### config.mk
export PLATFORM = sky130hd
export DESIGN_NAME = sort_unload
export DESIGN_NICKNAME = d
export VERILOG_FILES = /design/src/rtl/sort_pkg.sv /design/src/rtl/sort_cmp_swap.sv /design/src/rtl/sort_unload.sv
export SDC_FILE = /design/constraint.sdc
export NUM_CORES = 1
export LEC_CHECK = 0
export CAP_MARGIN = 20
export CORE_AREA = 4 4 89 91
export DETAILED_ROUTE_END_ITERATION = 16
export DIE_AREA = 0 0 93 95
export DONT_BUFFER_PORTS = 1
export PLACE_DENSITY_LB_ADDON = 0.08
export SYNTH_ARGS = -nofsm -noshare
export SYNTH_HDL_FRONTEND = slang
export SYNTH_SLANG_ARGS = --single-unit
export TNS_END_PERCENT = 5
### constraint.sdc
create_clock -name clk -period 4 [get_ports clk]
set_clock_uncertainty 0.2 [all_clocks]
set_input_delay 0.8 -clock clk [delete_from_list [all_inputs] [get_ports clk]]
set_output_delay 0.8 -clock clk [all_outputs]
set_load 0.05 [all_outputs]
### src/rtl/sort_pkg.sv
// Shared constants and state encoding for the four-element sort/unload block.
package sort_pkg;
  localparam int N         = 4;
  localparam int WIDTH_DEF = 8;

  typedef enum logic [1:0] {
    IDLE = 2'd0,
    SORT = 2'd1,
    EMIT = 2'd2
  } state_t;
endpackage

### src/rtl/sort_cmp_swap.sv
// Unsigned compare-exchange: first/second come out in the requested order; ties keep input order.
module sort_cmp_swap #(
  parameter int WIDTH = 8
)(
  input  logic [WIDTH-1:0] x,
  input  logic [WIDTH-1:0] y,
  input  logic             ascending,
  output logic [WIDTH-1:0] first,
  output logic [WIDTH-1:0] second
);
  logic swap;

  assign swap   = ascending ? (x > y) : (x < y);
  assign first  = swap ? y : x;
  assign second = swap ? x : y;
endmodule

### src/rtl/sort_unload.sv
// Captures four elements, sorts them with four odd-even transposition passes,
// then unloads them serially over a valid/ready handshake.
module sort_unload
  import sort_pkg::*;
#(
  parameter int WIDTH     = WIDTH_DEF,
  parameter bit ASCENDING = 1'b1
)(
  input  logic             clk,
  input  logic             reset,
  input  logic             load,
  input  logic [WIDTH-1:0] ra,
  input  logic [WIDTH-1:0] rb,
  input  logic [WIDTH-1:0] rc,
  input  logic [WIDTH-1:0] rd,
  output logic             busy,
  output logic [WIDTH-1:0] dout,
  output logic             dout_valid,
  input  logic             dout_ready,
  output logic             last
);
  state_t state, nxt;
  logic [1:0] pass;
  logic [1:0] idx;
  logic [N-1:0][WIDTH-1:0] slot, sw;
  logic [WIDTH-1:0] a_x, a_y, a_f, a_s, b_f, b_s;
  logic hs;

  assign hs = dout_valid & dout_ready;

  // Even passes use both exchangers on (0,1),(2,3); odd passes reuse the first on (1,2).
  assign a_x = pass[0] ? slot[1] : slot[0];
  assign a_y = pass[0] ? slot[2] : slot[1];

  sort_cmp_swap #(.WIDTH(WIDTH)) u_cmp_a (
    .x(a_x), .y(a_y), .ascending(ASCENDING), .first(a_f), .second(a_s)
  );
  sort_cmp_swap #(.WIDTH(WIDTH)) u_cmp_b (
    .x(slot[2]), .y(slot[3]), .ascending(ASCENDING), .first(b_f), .second(b_s)
  );

  always_comb begin
    sw = slot;
    if (!pass[0]) begin
      sw[0] = a_f;
      sw[1] = a_s;
      sw[2] = b_f;
      sw[3] = b_s;
    end else begin
      sw[1] = a_f;
      sw[2] = a_s;
    end
  end

  always_ff @(posedge clk or posedge reset) begin
    if (reset) state <= IDLE;
    else       state <= nxt;
  end

  always_comb begin
    nxt = state;
    case (state)
      IDLE:    if (load) nxt = SORT;
      SORT:    if (pass == 2'(N-1)) nxt = EMIT;
      EMIT:    if (hs && idx == 2'(N-1)) nxt = IDLE;
      default: nxt = IDLE;
    endcase
  end

  always_comb begin
    busy = (state != IDLE);
  end

  // The first EMIT cycle primes the output register; valid rises one edge later.
  always_ff @(posedge clk or posedge reset) begin
    if (reset) begin
      slot       <= '0;
      pass       <= '0;
      idx        <= '0;
      dout       <= '0;
      dout_valid <= 1'b0;
      last       <= 1'b0;
    end else begin
      case (state)
        IDLE: if (load) begin
          slot[0] <= ra;
          slot[1] <= rb;
          slot[2] <= rc;
          slot[3] <= rd;
          pass    <= '0;
        end
        SORT: begin
          slot <= sw;
          pass <= pass + 2'd1;
        end
        EMIT: begin
          if (!dout_valid) begin
            dout       <= slot[0];
            dout_valid <= 1'b1;
            last       <= 1'b0;
            idx        <= '0;
          end else if (dout_ready) begin
            if (idx == 2'(N-1)) begin
              dout_valid <= 1'b0;
              last       <= 1'b0;
              idx        <= '0;
            end else begin
              idx  <= idx + 2'd1;
              dout <= slot[idx + 2'd1];
              last <= (idx == 2'(N-2));
            end
          end
        end
        default: ;
      endcase
    end
  end
endmodule

* Word-level counts from Yosys, hierarchy flattened
Index checks and enable logic that the tools add are counted.
** Word-level totals
- Register bits after elaboration :: 48
- Latch bits :: 0
- Bits in writable memories :: 0
- Bits in read-only memories :: 0
- Input bits :: 36
- Word-level logic and storage cells :: 71
- Memories kept :: 0
** Cells by class
- Add/sub/neg operators :: 2
- Multipliers :: 0
- Div/mod/pow operators :: 0
- Magnitude comparators :: 3
- Equality and inequality tests :: 13
- Shift operators :: 0
- Multiplexer cells :: 31
- Bitwise logic cells :: 1
- Reductions and logical operators :: 11
** Operators with widths (count)
- $mux W8 :: 12
- $pmux W32 S2 :: 1
- $mux W32 :: 1
- $bmux W8 S2 :: 1
- $gt A8 B8 Y1 :: 2
- $mux W16 :: 1
- $mux W2 :: 7
- $reduce_and A3 Y1 :: 4
- $ne A2 B2 Y1 const B :: 5
- $eq A2 B2 Y1 const B :: 4
- $mux W1 :: 6
- $pmux W2 S3 :: 1
- $add A2 B1 Y2 const B :: 2
- $ne A2 B1 Y1 const B :: 2
- $pmux W2 S2 :: 1
- $reduce_and A2 Y1 :: 2
- $reduce_and A4 Y1 :: 1
- $reduce_bool A2 Y1 :: 2
- $lt A2 B3 Y1 const B :: 1
- $ne A3 B2 Y1 const B :: 1
- $eq A2 B1 Y1 const B :: 1
- $logic_not A2 Y1 :: 1
- $and A1 B1 Y1 :: 1
- $logic_and A1 B1 Y1 :: 1

* Depth between registers and ports, before layout
- Depth in word-level cells :: 6
- Mapped depth :: 11
- Mapped depth without buffers :: 8

* By module
From an unflattened synthesis, not the netlist that was laid out.
** Second synthesis, totals
- Cell total of the unflattened synthesis :: 348
- Area, all modules :: 3882.5 sq um
** Modules (own cells, without submodules)
- sort_unload :: instances 1, cells an instance 250, area an instance 2919.0 sq um, sequential area each 1201.2 sq um
- sort_cmp_swap :: instances 2, cells an instance 49, area an instance 481.7 sq um, sequential area each 0.0 sq um

* Worst setup path after synthesis
Ideal clock, no wire load.
- Path type :: reg2reg
- From :: reg pass[0]
- To :: reg slot[8] (netlist bit)
- Library setup time :: 0.160 ns
- Arrival time :: 2.489 ns
- Data required time :: 3.640 ns
- Slack :: 1.151 ns
- Cell stages (with the launch flop) :: 10
- Buffers on the path :: 2
- Cells stage by stage :: dfrtp_1 -> buf_2 -> buf_2 -> mux2_2 -> ha_1 -> nand4_2 -> nor2_2 -> a211oi_4 -> o31ai_4 -> a221oi_1
** On the way
- Cells in the longest elaborated chain, start to end :: 5
** Ends and longest elaborated chain
- start, declared :: line sort_unload.sv:23 : logic [1:0] pass;
- start signal, assigned :: line sort_unload.sv:94 : pass <= pass + 2'd1;
- $mux W8, on equally long branches :: line sort_unload.sv:32, sort_unload.sv:33
- $gt A8 B8 Y1 :: line sort_cmp_swap.sv:13 : assign swap = ascending ? (x > y) : (x < y);
- $mux W8, on equally long branches :: line sort_cmp_swap.sv:15, sort_cmp_swap.sv:14
- $mux W16 * :: line sort_unload.sv:44 : if (!pass[0]) begin
- $pmux W32 S2 * :: line sort_unload.sv:84 : case (state)
- end signal, assigned :: line sort_unload.sv:93 : slot <= sw;
- end, declared :: line sort_unload.sv:25 : logic [N-1:0][WIDTH-1:0] slot, sw;
Every way passes the cells marked *; elsewhere a longest branch is shown, timed or not.
A chain may end at the register's enable or synchronous reset.

* Worst setup path after layout
- From :: reg pass[0]
- To :: reg slot[18] (netlist bit)
** On the way
- Cells in the longest elaborated chain, start to end :: 5
** Ends and longest elaborated chain
- $mux W8, on equally long branches :: line sort_unload.sv:32, sort_unload.sv:33
- $gt A8 B8 Y1 :: line sort_cmp_swap.sv:13
- $mux W8 :: line sort_cmp_swap.sv:15 : assign second = swap ? x : y;
- $mux W16 :: line sort_unload.sv:44
- $pmux W32 S2 :: line sort_unload.sv:84
Parallel ways exist; a longest one is shown, timed or not.

==> results_dict.tcl <==
set metrics [dict create \
    status "finished clean" \
    crit_chain "buf_12, mux2_2, ha_1, nor2b_2, o211ai_2, a211oi_4, buf_4, nor3b_1, o32ai_1" \
    syn_avg_cell_area_um2 9.46 \
    cts_setup_buffers 0 \
    rsz0062_at_grt "false" \
    routed_wl_um 10900 \
    cts_resized 0 \
    coreArea_um2 7140 \
    multi_input_area_um2 2290 \
    root_buffer "clkbuf_8" \
    synth_cell_types 60 \
    crit_buf_inv 2 \
    num_vias 3212 \
    die_w_um 93 \
    fillers 684 \
    slew_viol_final 0 \
    via_per_inst 6.53 \
    min_period_ns 3.03 \
    grt_pass1_vias 3285 \
    die_area_um2 8840 \
    timing.max_cap.violations 0 \
    setup_tns_ns 0 \
    io_buffer_count 0 \
    holdWs_ns 0.0717 \
    die_h_um 95 \
    async_flop_share 1.00 \
    antenna_found_initial 0 \
    drc 0 \
    dpl.hpwl_um 8260 \
    synth-main-ff-cell "dfrtp_1" \
    grt_use_total 0.259 \
    layout.nets 447 \
    synth_nets 447 \
    finalCritPeriodShare 0.759 \
    overflow 0 \
    postRouteAntennaNets 0 \
    worstPathMaxFanout 28 \
    cp-end-kind "flip-flop" \
    grt_max_degree 49 \
    num_rows 31 \
    drive_above_1_share 0.183 \
    cts_buffers 5 \
    grt_pass1_wl_um 17300 \
    cp_top_family "compound AO/OA/AOI/OAI gates" \
    cts_max_level 2 \
    slowest_stage "a211oi_4" \
    worst_slew_pin_slew_ns 0.843 \
    hp-class "primary input to async pin" \
    max_slew_margin 0.434 \
    cp-start-kind "flip-flop" \
    setup_viol 0 \
    diodes 0 \
    drt_pre_antenna_iters 5 \
    io_pins 47 \
    clk_path_buf_depth 2 \
    synthesis.area_um2 3710 \
    cts_tree "done" \
    cts.sinks 48 \
    max_freq_mhz 330 \
    ys_seq_area_frac 0.324 \
    clk_pin_slew_ns 0.09 \
    cts_hold_buffers 0 \
    cpPeakStageDelay_ns 0.51 \
    ys_seq_elements 48 \
    wire_per_inst_um 22.2 \
    regArea_um2 1200 \
    worst_skew_pair.late_latency_ns 0.30 \
    yosysWarningCount 0 \
    initial_core_util 0.519 \
    timing_hold_violations_final 0 \
    synth-edff-count 0 \
    required_ns 4.00 \
    syn_to_final_growth_pct 7.80 \
    drt_iter0_drc 210 \
    cp.arrival_ns 3.03 \
    syn_inst 392 \
    crit_type "flip-flop to flip-flop" \
    gp_congestion 0.905 \
]
==> stage by stage <==
| stage | cell area, um^2 | setup slack [ns] | std cells | util |
|---|---|---|---|---|
| 5_1_grt | 4000 | 0.800 | 492 | 0.560 |
| 3_3_place_gp | 3830 | 0.787 | 482 | 0.537 |
| 4_1_cts | 3960 | 0.675 | 490 | 0.555 |
| 3_5_place_dp | 3830 | 0.690 | 482 | 0.537 |
| 2_1_floorplan | 3710 | 1.15 | 392 | - |
| 6_report | 4000 | 0.966 | 492 | 0.560 |
==> placed cells by master (no fill, tap or decap), types with 2 or more instances in the layout <==
cell type / count
nor2_1: 4
a21oi_2: 2
o21a_2: 2
mux4_2: 4
nor2b_1: 4
dfrtp_1: 48
buf_12: 2
clkbuf_8: 7
o31ai_1: 8
a221o_1: 8
and3_1: 9
mux2i_1: 22
o21a_1: 15
a21oi_1: 20
nand3_1: 2
o21ai_0: 28
o32ai_1: 7
nor3_1: 19
nor3b_1: 9
o211ai_1: 2
and4_1: 2
nor2_2: 2
a221oi_2: 7
o22ai_1: 4
ha_1: 19
o21ai_1: 6
nand4_1: 3
buf_4: 15
inv_1: 19
mux2_2: 7
o211a_1: 8
inv_2: 3
o31ai_2: 8
nand2_1: 42
==> metal layers <==
| metal | track usage | part of all wire | vias to the layer above |
|---|---|---|---|
| li1 | - | - | 1487 |
| met1 | 0.345 | 0.44 | 1601 |
| met2 | 0.428 | 0.48 | 101 |
| met3 | 0.0470 | 0.049 | 23 |
| met4 | 0.0855 | 0.027 | 0 |
| met5 | 0 | 0 | - |
==> synthesized netlist by cell type, drive strengths merged, types with 2 or more instances <==
cell type / n / share of area
a211oi: 2 / 0.0088
a21oi: 22 / 0.032
a221o: 8 / 0.022
a221oi: 8 / 0.031
and3: 9 / 0.015
and4: 2 / 0.0047
buf: 18 / 0.028
clkbuf: 7 / 0.0071
dfrtp: 48 / 0.32
ha: 19 / 0.064
inv: 22 / 0.022
mux2: 7 / 0.021
mux2i: 22 / 0.059
mux4: 4 / 0.024
nand2: 43 / 0.044
nand3: 2 / 0.0027
nand4: 4 / 0.0084
nor2: 6 / 0.0074
nor2b: 5 / 0.0091
nor3: 19 / 0.026
nor3b: 9 / 0.018
o211a: 8 / 0.022
o211ai: 3 / 0.0074
o21a: 17 / 0.035
o21ai: 34 / 0.046
o21ba: 2 / 0.0054
o22ai: 4 / 0.0067
o31ai: 17 / 0.049
o32ai: 8 / 0.021
==> flip-flops by register name (all words and copies together), names as in the netlist <==
name / flops
dout: 8
dout_valid: 1
idx: 2
last: 1
pass: 2
slot: 32
state: 2
==> kinds of logic after synthesis <==
family                     Yosys count  share of synthesized area
AOI/OAI and AO/OA                  138                      0.298
and+or+nand+nor                    106                      0.151
buffers and inverters               48                     0.0581
DFF                                 48                      0.324
muxes                               33                      0.105
adders and majority gates           19                     0.0641
==> worst paths after layout <==
check | startpoint | slack (ns) | end | cells after the start
min in group clk | pass[1] | 0.32 | pass[1] | 1
hold reg to reg | pass[1] | 0.32 | pass[1] | 1
setup / recovery | pass[0] | 0.97 | slot[18] | 9
max in group asynchronous | reset | 3.06 | slot[21] | 2
hold / removal | reset | 0.07 | slot[25] | 1
setup reg to reg | pass[0] | 0.97 | slot[18] | 9
==> final cells by class <==
| type | instances | area share |
|---|---|---|
| multi-input cells | 296 | 0.573 |
| clock buffers | 7 | 0.0241 |
| clock inverters | 1 | 0.00751 |
| well taps | 99 | 0.0310 |
| inverters | 23 | 0.0216 |
| repair buffers | 18 | 0.0420 |
| flip-flops and latches | 48 | 0.301 |
Power is left out: the tool's default activity adds up to more than one toggle a clock period on the data nets, which glitch-free logic cannot reach.
